`src/rtl/conv_icb_arb_if.sv`:
```
// ICB bus bundle: command channel (valid/ready/read/addr/wdata/wmask) plus response channel.
// The master modport is the side that issues commands; the slave modport accepts them.
interface conv_icb_arb_if;
    logic        icb_cmd_valid;
    logic        icb_cmd_ready;
    logic        icb_cmd_read;
    logic [31:0] icb_cmd_addr;
    logic [31:0] icb_cmd_wdata;
    logic [3:0]  icb_cmd_wmask;
    logic        icb_rsp_valid;
    logic        icb_rsp_ready;
    logic [31:0] icb_rsp_rdata;

    modport master (
        output icb_cmd_valid, icb_cmd_read, icb_cmd_addr, icb_cmd_wdata, icb_cmd_wmask,
        output icb_rsp_ready,
        input  icb_cmd_ready, icb_rsp_valid, icb_rsp_rdata
    );

    modport slave (
        input  icb_cmd_valid, icb_cmd_read, icb_cmd_addr, icb_cmd_wdata, icb_cmd_wmask,
        input  icb_rsp_ready,
        output icb_cmd_ready, icb_rsp_valid, icb_rsp_rdata
    );
endinterface

```
`src/rtl/conv_icb_arb.sv`:
```
// 2:1 round-robin ICB arbiter (m0 = CPU, m1 = conv) onto one SRAM slave port, zero command latency,
// with an ID FIFO that steers the slave's in-order responses back to the issuing master.
module conv_icb_arb #(
    parameter int OUTS_DEPTH = 4,
    parameter int OUTS_AW    = 2
) (
    input  logic                 clk,
    input  logic                 rst,
    conv_icb_arb_if.slave        m0,
    conv_icb_arb_if.slave        m1,
    conv_icb_arb_if.master       s,
    output logic [OUTS_AW:0]     outs_cnt
);

    localparam logic [OUTS_AW:0] LP_DEPTH = (OUTS_AW+1)'(OUTS_DEPTH);

    logic               r_rr_last;
    logic               r_lock;
    logic               r_lock_id;
    logic [OUTS_AW-1:0] r_wptr;
    logic [OUTS_AW-1:0] r_rptr;
    logic [OUTS_AW:0]   r_cnt;
    logic               r_id_mem [OUTS_DEPTH];

    logic               w_full;
    logic               w_empty;
    logic               w_gnt;
    logic               w_gnt_valid;
    logic               w_push;
    logic               w_pop;
    logic               w_head_id;

    assign w_full  = (r_cnt == LP_DEPTH);
    assign w_empty = (r_cnt == '0);

    always_comb begin
        w_gnt = 1'b0;
        if (r_lock) begin
            w_gnt = r_lock_id;
        end else if (m0.icb_cmd_valid && !m1.icb_cmd_valid) begin
            w_gnt = 1'b0;
        end else if (!m0.icb_cmd_valid && m1.icb_cmd_valid) begin
            w_gnt = 1'b1;
        end else if (m0.icb_cmd_valid && m1.icb_cmd_valid) begin
            w_gnt = ~r_rr_last;
        end
    end

    // Command path: purely combinational mux, masked while the ID FIFO is full.
    assign w_gnt_valid     = w_gnt ? m1.icb_cmd_valid : m0.icb_cmd_valid;
    assign s.icb_cmd_valid = w_gnt_valid & ~w_full;
    assign s.icb_cmd_read  = w_gnt ? m1.icb_cmd_read  : m0.icb_cmd_read;
    assign s.icb_cmd_addr  = w_gnt ? m1.icb_cmd_addr  : m0.icb_cmd_addr;
    assign s.icb_cmd_wdata = w_gnt ? m1.icb_cmd_wdata : m0.icb_cmd_wdata;
    assign s.icb_cmd_wmask = w_gnt ? m1.icb_cmd_wmask : m0.icb_cmd_wmask;
    assign m0.icb_cmd_ready = ~w_gnt & s.icb_cmd_ready & ~w_full;
    assign m1.icb_cmd_ready =  w_gnt & s.icb_cmd_ready & ~w_full;

    assign w_push = s.icb_cmd_valid & s.icb_cmd_ready;

    // Response path: the head ID selects which master sees the slave response.
    assign w_head_id        = r_id_mem[r_rptr];
    assign m0.icb_rsp_valid = s.icb_rsp_valid & ~w_empty & ~w_head_id;
    assign m1.icb_rsp_valid = s.icb_rsp_valid & ~w_empty &  w_head_id;
    assign m0.icb_rsp_rdata = s.icb_rsp_rdata;
    assign m1.icb_rsp_rdata = s.icb_rsp_rdata;
    assign s.icb_rsp_ready  = ~w_empty & (w_head_id ? m1.icb_rsp_ready : m0.icb_rsp_ready);

    assign w_pop = s.icb_rsp_valid & s.icb_rsp_ready;

    assign outs_cnt = r_cnt;

    always_ff @(posedge clk or posedge rst) begin
        if (rst) begin
            r_rr_last <= 1'b1;
            r_lock    <= 1'b0;
            r_lock_id <= 1'b0;
        end else if (w_push) begin
            r_rr_last <= w_gnt;
            r_lock    <= 1'b0;
        end else if (s.icb_cmd_valid) begin
            // Presented but stalled: pin the grant so the command stays stable until accepted.
            r_lock    <= 1'b1;
            r_lock_id <= w_gnt;
        end
    end

    always_ff @(posedge clk or posedge rst) begin
        if (rst) begin
            r_wptr <= '0;
            r_rptr <= '0;
            r_cnt  <= '0;
        end else begin
            if (w_push) begin
                r_wptr <= r_wptr + 1'b1;
            end
            if (w_pop) begin
                r_rptr <= r_rptr + 1'b1;
            end
            case ({w_push, w_pop})
                2'b10:   r_cnt <= r_cnt + 1'b1;
                2'b01:   r_cnt <= r_cnt - 1'b1;
                default: r_cnt <= r_cnt;
            endcase
        end
    end

    generate
        for (genvar gi = 0; gi < OUTS_DEPTH; gi++) begin : g_id_mem
            always_ff @(posedge clk or posedge rst) begin
                if (rst) begin
                    r_id_mem[gi] <= 1'b0;
                end else if (w_push && (r_wptr == OUTS_AW'(gi))) begin
                    r_id_mem[gi] <= w_gnt;
                end
            end
        end
    endgenerate

endmodule

```
`src/flat_wrapper.sv`:
```
// flat-port wrapper written by rule: the top's interface ports become plain ports
module conv_icb_arb_flat 
#(
    parameter int OUTS_DEPTH = 4,
    parameter int OUTS_AW    = 2
)
  (clk, rst, outs_cnt, m0_icb_cmd_valid, m0_icb_cmd_read, m0_icb_cmd_addr, m0_icb_cmd_wdata, m0_icb_cmd_wmask, m0_icb_rsp_ready, m0_icb_cmd_ready, m0_icb_rsp_valid, m0_icb_rsp_rdata, m1_icb_cmd_valid, m1_icb_cmd_read, m1_icb_cmd_addr, m1_icb_cmd_wdata, m1_icb_cmd_wmask, m1_icb_rsp_ready, m1_icb_cmd_ready, m1_icb_rsp_valid, m1_icb_rsp_rdata, s_icb_cmd_valid, s_icb_cmd_read, s_icb_cmd_addr, s_icb_cmd_wdata, s_icb_cmd_wmask, s_icb_rsp_ready, s_icb_cmd_ready, s_icb_rsp_valid, s_icb_rsp_rdata);
  conv_icb_arb_if m0_i ();
  conv_icb_arb_if m1_i ();
  conv_icb_arb_if s_i ();
  input  logic clk;
  input  logic rst;
  output logic [OUTS_AW:0] outs_cnt;
  input wire logic [$bits(m0_i.icb_cmd_valid)-1:0] m0_icb_cmd_valid;
  input wire logic [$bits(m0_i.icb_cmd_read)-1:0] m0_icb_cmd_read;
  input wire logic [$bits(m0_i.icb_cmd_addr)-1:0] m0_icb_cmd_addr;
  input wire logic [$bits(m0_i.icb_cmd_wdata)-1:0] m0_icb_cmd_wdata;
  input wire logic [$bits(m0_i.icb_cmd_wmask)-1:0] m0_icb_cmd_wmask;
  input wire logic [$bits(m0_i.icb_rsp_ready)-1:0] m0_icb_rsp_ready;
  output wire logic [$bits(m0_i.icb_cmd_ready)-1:0] m0_icb_cmd_ready;
  output wire logic [$bits(m0_i.icb_rsp_valid)-1:0] m0_icb_rsp_valid;
  output wire logic [$bits(m0_i.icb_rsp_rdata)-1:0] m0_icb_rsp_rdata;
  input wire logic [$bits(m1_i.icb_cmd_valid)-1:0] m1_icb_cmd_valid;
  input wire logic [$bits(m1_i.icb_cmd_read)-1:0] m1_icb_cmd_read;
  input wire logic [$bits(m1_i.icb_cmd_addr)-1:0] m1_icb_cmd_addr;
  input wire logic [$bits(m1_i.icb_cmd_wdata)-1:0] m1_icb_cmd_wdata;
  input wire logic [$bits(m1_i.icb_cmd_wmask)-1:0] m1_icb_cmd_wmask;
  input wire logic [$bits(m1_i.icb_rsp_ready)-1:0] m1_icb_rsp_ready;
  output wire logic [$bits(m1_i.icb_cmd_ready)-1:0] m1_icb_cmd_ready;
  output wire logic [$bits(m1_i.icb_rsp_valid)-1:0] m1_icb_rsp_valid;
  output wire logic [$bits(m1_i.icb_rsp_rdata)-1:0] m1_icb_rsp_rdata;
  output wire logic [$bits(s_i.icb_cmd_valid)-1:0] s_icb_cmd_valid;
  output wire logic [$bits(s_i.icb_cmd_read)-1:0] s_icb_cmd_read;
  output wire logic [$bits(s_i.icb_cmd_addr)-1:0] s_icb_cmd_addr;
  output wire logic [$bits(s_i.icb_cmd_wdata)-1:0] s_icb_cmd_wdata;
  output wire logic [$bits(s_i.icb_cmd_wmask)-1:0] s_icb_cmd_wmask;
  output wire logic [$bits(s_i.icb_rsp_ready)-1:0] s_icb_rsp_ready;
  input wire logic [$bits(s_i.icb_cmd_ready)-1:0] s_icb_cmd_ready;
  input wire logic [$bits(s_i.icb_rsp_valid)-1:0] s_icb_rsp_valid;
  input wire logic [$bits(s_i.icb_rsp_rdata)-1:0] s_icb_rsp_rdata;
  assign m0_i.icb_cmd_valid = m0_icb_cmd_valid;
  assign m0_i.icb_cmd_read = m0_icb_cmd_read;
  assign m0_i.icb_cmd_addr = m0_icb_cmd_addr;
  assign m0_i.icb_cmd_wdata = m0_icb_cmd_wdata;
  assign m0_i.icb_cmd_wmask = m0_icb_cmd_wmask;
  assign m0_i.icb_rsp_ready = m0_icb_rsp_ready;
  assign m0_icb_cmd_ready = m0_i.icb_cmd_ready;
  assign m0_icb_rsp_valid = m0_i.icb_rsp_valid;
  assign m0_icb_rsp_rdata = m0_i.icb_rsp_rdata;
  assign m1_i.icb_cmd_valid = m1_icb_cmd_valid;
  assign m1_i.icb_cmd_read = m1_icb_cmd_read;
  assign m1_i.icb_cmd_addr = m1_icb_cmd_addr;
  assign m1_i.icb_cmd_wdata = m1_icb_cmd_wdata;
  assign m1_i.icb_cmd_wmask = m1_icb_cmd_wmask;
  assign m1_i.icb_rsp_ready = m1_icb_rsp_ready;
  assign m1_icb_cmd_ready = m1_i.icb_cmd_ready;
  assign m1_icb_rsp_valid = m1_i.icb_rsp_valid;
  assign m1_icb_rsp_rdata = m1_i.icb_rsp_rdata;
  assign s_icb_cmd_valid = s_i.icb_cmd_valid;
  assign s_icb_cmd_read = s_i.icb_cmd_read;
  assign s_icb_cmd_addr = s_i.icb_cmd_addr;
  assign s_icb_cmd_wdata = s_i.icb_cmd_wdata;
  assign s_icb_cmd_wmask = s_i.icb_cmd_wmask;
  assign s_icb_rsp_ready = s_i.icb_rsp_ready;
  assign s_i.icb_cmd_ready = s_icb_cmd_ready;
  assign s_i.icb_rsp_valid = s_icb_rsp_valid;
  assign s_i.icb_rsp_rdata = s_icb_rsp_rdata;
  conv_icb_arb #(.OUTS_DEPTH(OUTS_DEPTH), .OUTS_AW(OUTS_AW)) u_core (.clk(clk), .rst(rst), .m0(m0_i), .m1(m1_i), .s(s_i), .outs_cnt(outs_cnt));
endmodule
```
`config.mk`:
```
export PLATFORM = sky130hd
export DESIGN_NAME = conv_icb_arb_flat
export DESIGN_NICKNAME = d
export VERILOG_FILES = /design/src/rtl/conv_icb_arb_if.sv /design/src/rtl/conv_icb_arb.sv /design/src/flat_wrapper.sv
export SDC_FILE = /design/constraint.sdc
export NUM_CORES = 1
export LEC_CHECK = 0
export CAP_MARGIN = 20
export CORE_AREA = 2 2 124 126
export CTS_BUF_LIST = sky130_fd_sc_hd__clkbuf_4 sky130_fd_sc_hd__clkbuf_8 sky130_fd_sc_hd__clkbuf_16
export DETAILED_ROUTE_END_ITERATION = 8
export DIE_AREA = 0 0 126 128
export PLACE_DENSITY = 0.52
export SYNTH_ARGS = -nofsm -noshare
export SYNTH_HDL_FRONTEND = slang
export SYNTH_SLANG_ARGS = --single-unit
export TNS_END_PERCENT = 5
```
`constraint.sdc`:
```
create_clock -name clk -period 5.53 [get_ports clk]
set_clock_uncertainty 0.15 [all_clocks]
set_input_delay 1.659 -clock clk [delete_from_list [all_inputs] [get_ports clk]]
set_output_delay 1.659 -clock clk [all_outputs]
set_load 0.02 [all_outputs]
```
==> flow_metrics.py <==
metrics = {
    "sta": {
        "tns_ns": 0,
        "min_period_over_period_pct": 97.9,
        "final.min_clock_period_ns": 5.42,
        "rsz0062_at_grt": "no",
        "hold_viol": 0,
        "whs_ns": 0.339,
        "setup_viol": 0,
        "drv_slew": 0,
        "tightest_slew_ns": 0.541,
        "max_slew_margin_pct": 63.9,
        "timing.fmax_mhz": 185,
    },
    "power": {
        "irDropWorstVdd_mv": 0.303,
        "p_leak_nw": 2.33,
        "power_density_mw_per_mm2": 514,
        "total_power_mw": 2.22,
    },
    "global_route": {
        "grt.overflow.total": 0,
        "grt_max_degree": 46,
        "track_usage_pct": 11.4,
        "grt_pass1_vias": 2605,
        "antenna_found_initial": 0,
        "grt_pass1_wl_mm": 14.7,
    },
    "detailed_routing": {
        "detail-route-antenna-nets": 0,
        "vias": 2736,
        "route.detailed.drc": 0,
        "routed_wirelength_mm": 10.3,
        "dr.pass1.iters": 4,
        "via_per_inst": 3.90,
        "first_iter_violations": 81,
        "wl_per_cell_microns": 14.7,
    },
    "synthesis": {
        "synthCells": 364,
        "ys_warn_count": 0,
        "synth.net_count": 548,
        "ys_ff_latch": 14,
        "synth_cell_types": 29,
        "syn_area_sq_mm": 0.00221,
        "seq_area_frac_synth_pct": 15.9,
        "syn_area_per_cell_sq_um": 6.07,
    },
    "clock_tree": {
        "worstSkewPairLatency_ns": 0.24,
        "cts_buffers": 3,
        "root_buffer": "clkbuf_16",
        "post-cts-setup-buffers": 0,
        "clockBufferDepth": 2,
        "htreeDepth": 1,
        "cts.clk_slew.worst_paths_ns": 0.04,
        "cts_tree": "yes",
        "clock-sinks": 14,
    },
    "min_path": {
        "min_path_type": "register to register",
    },
    "final_layout": {
        "final_area_sq_mm": 0.00433,
        "drive_gt1_share_pct": 3.50,
        "area_growth_pct": 95.8,
        "nets": 699,
        "fin_util_pct": 29.1,
        "antenna_cells": 0,
    },
    "worst_setup_path": {
        "start_kind": "input port",
        "critPathCaptureType": "output pin",
        "worstPathMaxFanout": 45,
        "cp.required_ns": 3.72,
        "crit_type": "input port to output pin",
        "worstPathArrival_ns": 3.61,
    },
    "floorplanning": {
        "die_height_microns": 128,
        "ios": 320,
        "dieArea_sq_mm": 0.0161,
        "rows": 45,
        "core-area_sq_mm": 0.0149,
        "die_width_microns": 126,
        "start_util_pct": 14.9,
    },
    "placement": {
        "numPortBuffers": 223,
        "placed_cell_area_sq_mm": 0.00414,
        "gp_congestion": 0.880,
        "hpwl_mm": 8.69,
    },
    "job": {
        "drv_cap": 0,
    },
    "run_status": {
        "status": "finished, final reports clean",
    },
}
## sequential cells by signal, indices dropped and copies added, names as in the netlist
name,flops
u_core.r_id_mem,4
u_core.outs_cnt,3
u_core.r_rptr,2
u_core.r_wptr,2
u_core.r_lock,1
u_core.r_lock_id,1
u_core.r_rr_last,1
## synthesized netlist by cell type (all sizes together)
cell    number  area, sq um
nand2      210          788
buf         82          614
dfrtp       13          325
inv          7         26.3
mux2i        7         70.1
nor2         6         22.5
ha           5         62.6
a32o         4         40.0
nand3        4         20.0
o21ai        4         27.5
o31ai        3         22.5
xor2         3         26.3
o21a         2         15.0
xnor2        2         17.5
a21bo        1         10.0
a21oi        1         8.76
a22o         1         8.76
dfstp        1         26.3
fa           1         20.0
mux2         1         15.0
nand2b       1         6.26
nor2b        1         6.26
nor3         1         5.00
nor3b        1         7.51
o211a        1         10.0
or3b         1         8.76
## per-stage QoR
step                      std cells  setup slack [ns]
final                           702             0.114
after global routing            702          0.000127
after CTS                       702           0.00998
after detailed placement        698            0.0172
after global placement          698            0.0480
after floorplan                 364             0.938
## final cells by class
class	instances	area, sq um
inverters	7	26.3
well taps	188	235
multi-input cells	261	1230
repair buffers	228	2400
fillers	1622	10500
flip-flops and latches	14	352
clock buffers	4	88.8
## per-layer routing
layer / track usage, % / share of wire [%] / routed length [microns]
met1: 13.2 / 37 / 3820
met2: 18.8 / 49 / 5030
met3: 6.09 / 13 / 1360
met4: 2.00 / 1.4 / 140
met5: 0.619 / 0 / 0
## logic make-up (layout without fill, tap and decap cells)
| family | count (synthesis) | count (layout) | share of synthesized area (%) |
|---|---|---|---|
| compound gates | 17 | 17 | 6.45 |
| mux | 8 | 8 | 3.85 |
| xor+xnor | 5 | 5 | 1.98 |
| simple gates | 225 | 225 | 39.1 |
| flops | 14 | 14 | 15.9 |
| fa+ha+maj | 6 | 6 | 3.74 |
| buf+inv | 89 | 239 | 29.0 |
## repair_timing
action | in CTS | in global routing
gates resized for setup | 0 | 38
hold buffers | 0 | 0
endpoints found under the setup margin | 0 | 61
## where the power goes
part	switching, mW	leakage, nW	total, mW	internal (mW)
logic	1.02	2.12	1.86	0.846
registers	0.0502	0.165	0.211	0.160
clock network	0.0395	0.0442	0.149	0.109
## placed cells by master (no fill, tap or decap), types with 4 or more instances in the layout
master           Yosys  final
dlymetal6s2s_1       0     37
nand2_1            210    210
clkdlybuf4s50_1      0    184
mux2i_1              7      7
ha_1                 5      5
nand3_1              4      4
dfrtp_1             13     13
inv_1                7      7
nor2_1               6      6
a32o_1               4      4
## worst max-delay path, stage by stage
cell	delay, ns
clkdlybuf4s50_1	0.50
a21bo_1	0.25
o21ai_4	0.19
buf_12	0.23
nand2_1	0.08
nand2_1	0.06
clkdlybuf4s50_1	0.61
## path summary, 6_finish.rpt
check / end / slack (ns) / depth (start not counted) / start
max in group asynchronous: u_core.r_rr_last$_DFFE_PP1P_ / 3.24 / 2 / rst
max reg2reg: u_core.outs_cnt[2]$_DFFE_PP0P_ / 2.93 / 9 / u_core.outs_cnt[0]$_DFFE_PP0P_
min reg2reg: u_core.r_id_mem[0]$_DFFE_PP0P_ / 0.34 / 1 / u_core.r_id_mem[0]$_DFFE_PP0P_
min: u_core.r_id_mem[0]$_DFFE_PP0P_ / 0.34 / 1 / u_core.r_id_mem[0]$_DFFE_PP0P_
max: s_icb_cmd_addr[20] / 0.11 / 7 / m1_icb_cmd_valid
min in group asynchronous: u_core.outs_cnt[0]$_DFFE_PP0P_ / 1.62 / 2 / rst
(Power assumes the default switching activity.)
==> variant: new RTL, same settings <==
`OUTS_DEPTH` is set to 4 in 2 places; all go to 8.
--- a/src/rtl/conv_icb_arb.sv
+++ b/src/rtl/conv_icb_arb.sv
@@ -1,7 +1,7 @@
 // 2:1 round-robin ICB arbiter (m0 = CPU, m1 = conv) onto one SRAM slave port, zero command latency,
 // with an ID FIFO that steers the slave's in-order responses back to the issuing master.
 module conv_icb_arb #(
-    parameter int OUTS_DEPTH = 4,
+    parameter int OUTS_DEPTH = 8,
     parameter int OUTS_AW    = 2
 ) (
     input  logic                 clk,
--- a/src/flat_wrapper.sv
+++ b/src/flat_wrapper.sv
@@ -1,7 +1,7 @@
 // flat-port wrapper written by rule: the top's interface ports become plain ports
 module conv_icb_arb_flat 
 #(
-    parameter int OUTS_DEPTH = 4,
+    parameter int OUTS_DEPTH = 8,
     parameter int OUTS_AW    = 2
 )
   (clk, rst, outs_cnt, m0_icb_cmd_valid, m0_icb_cmd_read, m0_icb_cmd_addr, m0_icb_cmd_wdata, m0_icb_cmd_wmask, m0_icb_rsp_ready, m0_icb_cmd_ready, m0_icb_rsp_valid, m0_icb_rsp_rdata, m1_icb_cmd_valid, m1_icb_cmd_read, m1_icb_cmd_addr, m1_icb_cmd_wdata, m1_icb_cmd_wmask, m1_icb_rsp_ready, m1_icb_cmd_ready, m1_icb_rsp_valid, m1_icb_rsp_rdata, s_icb_cmd_valid, s_icb_cmd_read, s_icb_cmd_addr, s_icb_cmd_wdata, s_icb_cmd_wmask, s_icb_rsp_ready, s_icb_cmd_ready, s_icb_rsp_valid, s_icb_rsp_rdata);
Formal check against the unedited RTL: not equivalent (a bounded check fails within 4 cycles, from zero or initial values and one cycle with rst high).
==> variant against the unedited design <==
Cell area increased by 0.40%. Core utilization increased by 0.12 points. Highest routed layer unchanged. Critical endpoint is now s_icb_cmd_addr[24]. Sequential cell count did not move. Wire length grew 11%. Setup slack worse by 77 ps. Hold slack better by 22 ps. Synthesized area is 0.40% higher. Power shrank 5.7%. Sequential share of layout area about the same.
==> variant: results (changes against the unedited design) <==
Outcome
  • Status: complete, no violations

Layout
  • Clock-cell share of area: 0.0204 (-0.0000828)
  • Non-clk invs: 9 (+2)
  • Seq_cells: 14 (unchanged)
  • Clock buffers: 4 (unchanged)
  • Multi-input gate share of the layout cell area: 0.296 (+0.0121)
  • Antenna diodes: 0 (unchanged)
  • Multi-input gates: 122 (-53%)
  • Register name with the most flops: u_core.r_id_mem
  • Fraction of layout cells with a size suffix above 1: 0.230 (+0.195)
  • Finished Cell Area: 4350 um2 (+0.40%)
  • Non-clock buffer total of the final layout: 230 (+0.88%)
  • Nets@finish: 564 (-19%)
  • Filler cells: 1,567 (-3.4%)
  • Cell Count, Final, Fillers Out: 567 (-19%)
  • NonClk Buf Share: 0.541 (-0.0132)

Global route
  • Vias in the first global route: 2,123 (-19%)
  • Pin count of the biggest net entering global routing: 47 (+2.2%)
  • All-Layer GR Usage: 0.125 (+0.0115)
  • First-pass GRT wire length: 14.9 mm (+1.4%)
  • Initial antenna violation count: 0 (unchanged)

Route
  • DRT iter0 DRCs: 63 (-22%)
  • Met3 WL: 2.81 mm (+110%)
  • WL met1: 4.28 mm (+12%)
  • Length of routed met2 wiring: 4.28 mm (-15%)
  • DR WL/cell: 20.3 um (+38%)
  • Vias/cell: 3.77 (-3.3%)

CTS
  • CTS H-tree depth: 1 (unchanged)
  • Clock transition at path regs: 50 ps
  • CTS root buf: clkbuf_16
  • Clock buffer count from CTS: 3 (unchanged)
  • CTS Buffer Depth: 2 (unchanged)

Power and ir drop
  • Cell Int Power: 1.21 mW (+8.5%)
  • Peak VDD IR: 0.287 mV (-5.2%)
  • Comb power frac: 0.826 (-0.012)
  • Lkg Pwr: 1.73 nW (-26%)
  • Clk. pwr: about 0.15 mW
  • Net Sw Frac: 0.423 (-0.0753)

Synth
  • Top post-synthesis cells by count: buf_4 (64), mux2_2 (47), mux2_4 (20), dfrtp_1 (13)
  • Post-Syn Nets: 402 (-27%)
  • Area contributors post-synth: mux2_2 (24%), buf_4 (22%), dfrtp_1 (15%)
  • Cell area after synthesis: 2220 um2 (+0.40%)
  • Sequential area share after synthesis: 0.158 (-0.000628)
  • Asr flop ratio synth: 1.00 (unchanged)
  • Gate Count Post-Synth: 218 (-40%)
  • Yosys cell types: 31 (+6.9%)
  • Warnings from Yosys: 0 (unchanged)

Placement
  • IO buf count: 223 (unchanged)
  • Dpl ws: -23.4 ps (-40.7 ps)
  • Gpl congestion: 0.757 (-14%)
  • DP Wirelength: 9.76 mm (+12%)
  • Placed cell area: 4190 um2 (+1.1%)

Critical path
  • CP max stage cell: clkdlybuf4s50_1
  • Data arrival, critical path: 3680 ps (+70 ps)
  • Max incr delay on CP: 550 ps (-60 ps)
  • Crit path max fanout: 16 (-64%)

Timing
  • Slew margin rel.: 0.578 (-0.0611)
[variant: cell count changes in the layout (fill, tap and decap cells not counted), moves of 5 or more]
cell             change
a21oi_1              +6
dlymetal6s2s_1      -36
a31oi_1              +5
mux2_2              +47
mux2_4              +19
clkdlybuf4s50_1     +32
nand2_1            -209
dlygate4sd2_1        +5
[variant: kinds of logic (layout without fill, tap and decap cells)]
group | Yosys count | count (layout) | synth area share
and+or+nand+nor | 15 | 15 | 0.0355
buffers and inverters | 82 | 243 | 0.266
AOI/OAI and AO/OA | 20 | 20 | 0.0676
adders and majority gates | 6 | 6 | 0.0372
DFF | 14 | 14 | 0.158
muxes | 76 | 76 | 0.415
xor gates and xnor gates | 5 | 5 | 0.0197
[variant: metal layers]
layer,global-route usage,vias up
met5,0,-
met4,0.0181,0
met3,0.146,19
met2,0.156,158
met1,0.141,950
li1,-,1009
[variant: worst paths after layout]
path                                                 from                             end  slack [ps]  cells after the start
min in group asynchronous                             rst    u_core.r_wptr[0]$_DFFE_PP0P_        1600                      2
max in group asynchronous                             rst    u_core.r_rr_last$_DFFE_PP1P_        3260                      2
min reg2reg                  u_core.r_rr_last$_DFFE_PP1P_    u_core.r_rr_last$_DFFE_PP1P_         360                      2
max                                      m0_icb_cmd_valid              s_icb_cmd_addr[24]          40                      7
max reg2reg                u_core.outs_cnt[0]$_DFFE_PP0P_  u_core.outs_cnt[2]$_DFFE_PP0P_        2980                      9
min                          u_core.r_rr_last$_DFFE_PP1P_    u_core.r_rr_last$_DFFE_PP1P_         360                      2
[variant: repair_timing]
action / CTS / global route
cloned: 0 / 2
setup endpoints to repair: 5 / 37
gates resized for setup: 5 / 1
setup buffers: 0 / 1
[variant: worst max-delay path, delay by kind of cell]
family	cells	cell delay, ps
muxes	1	390
buffers and inverters	4	1390
AOI/OAI and AO/OA	2	240
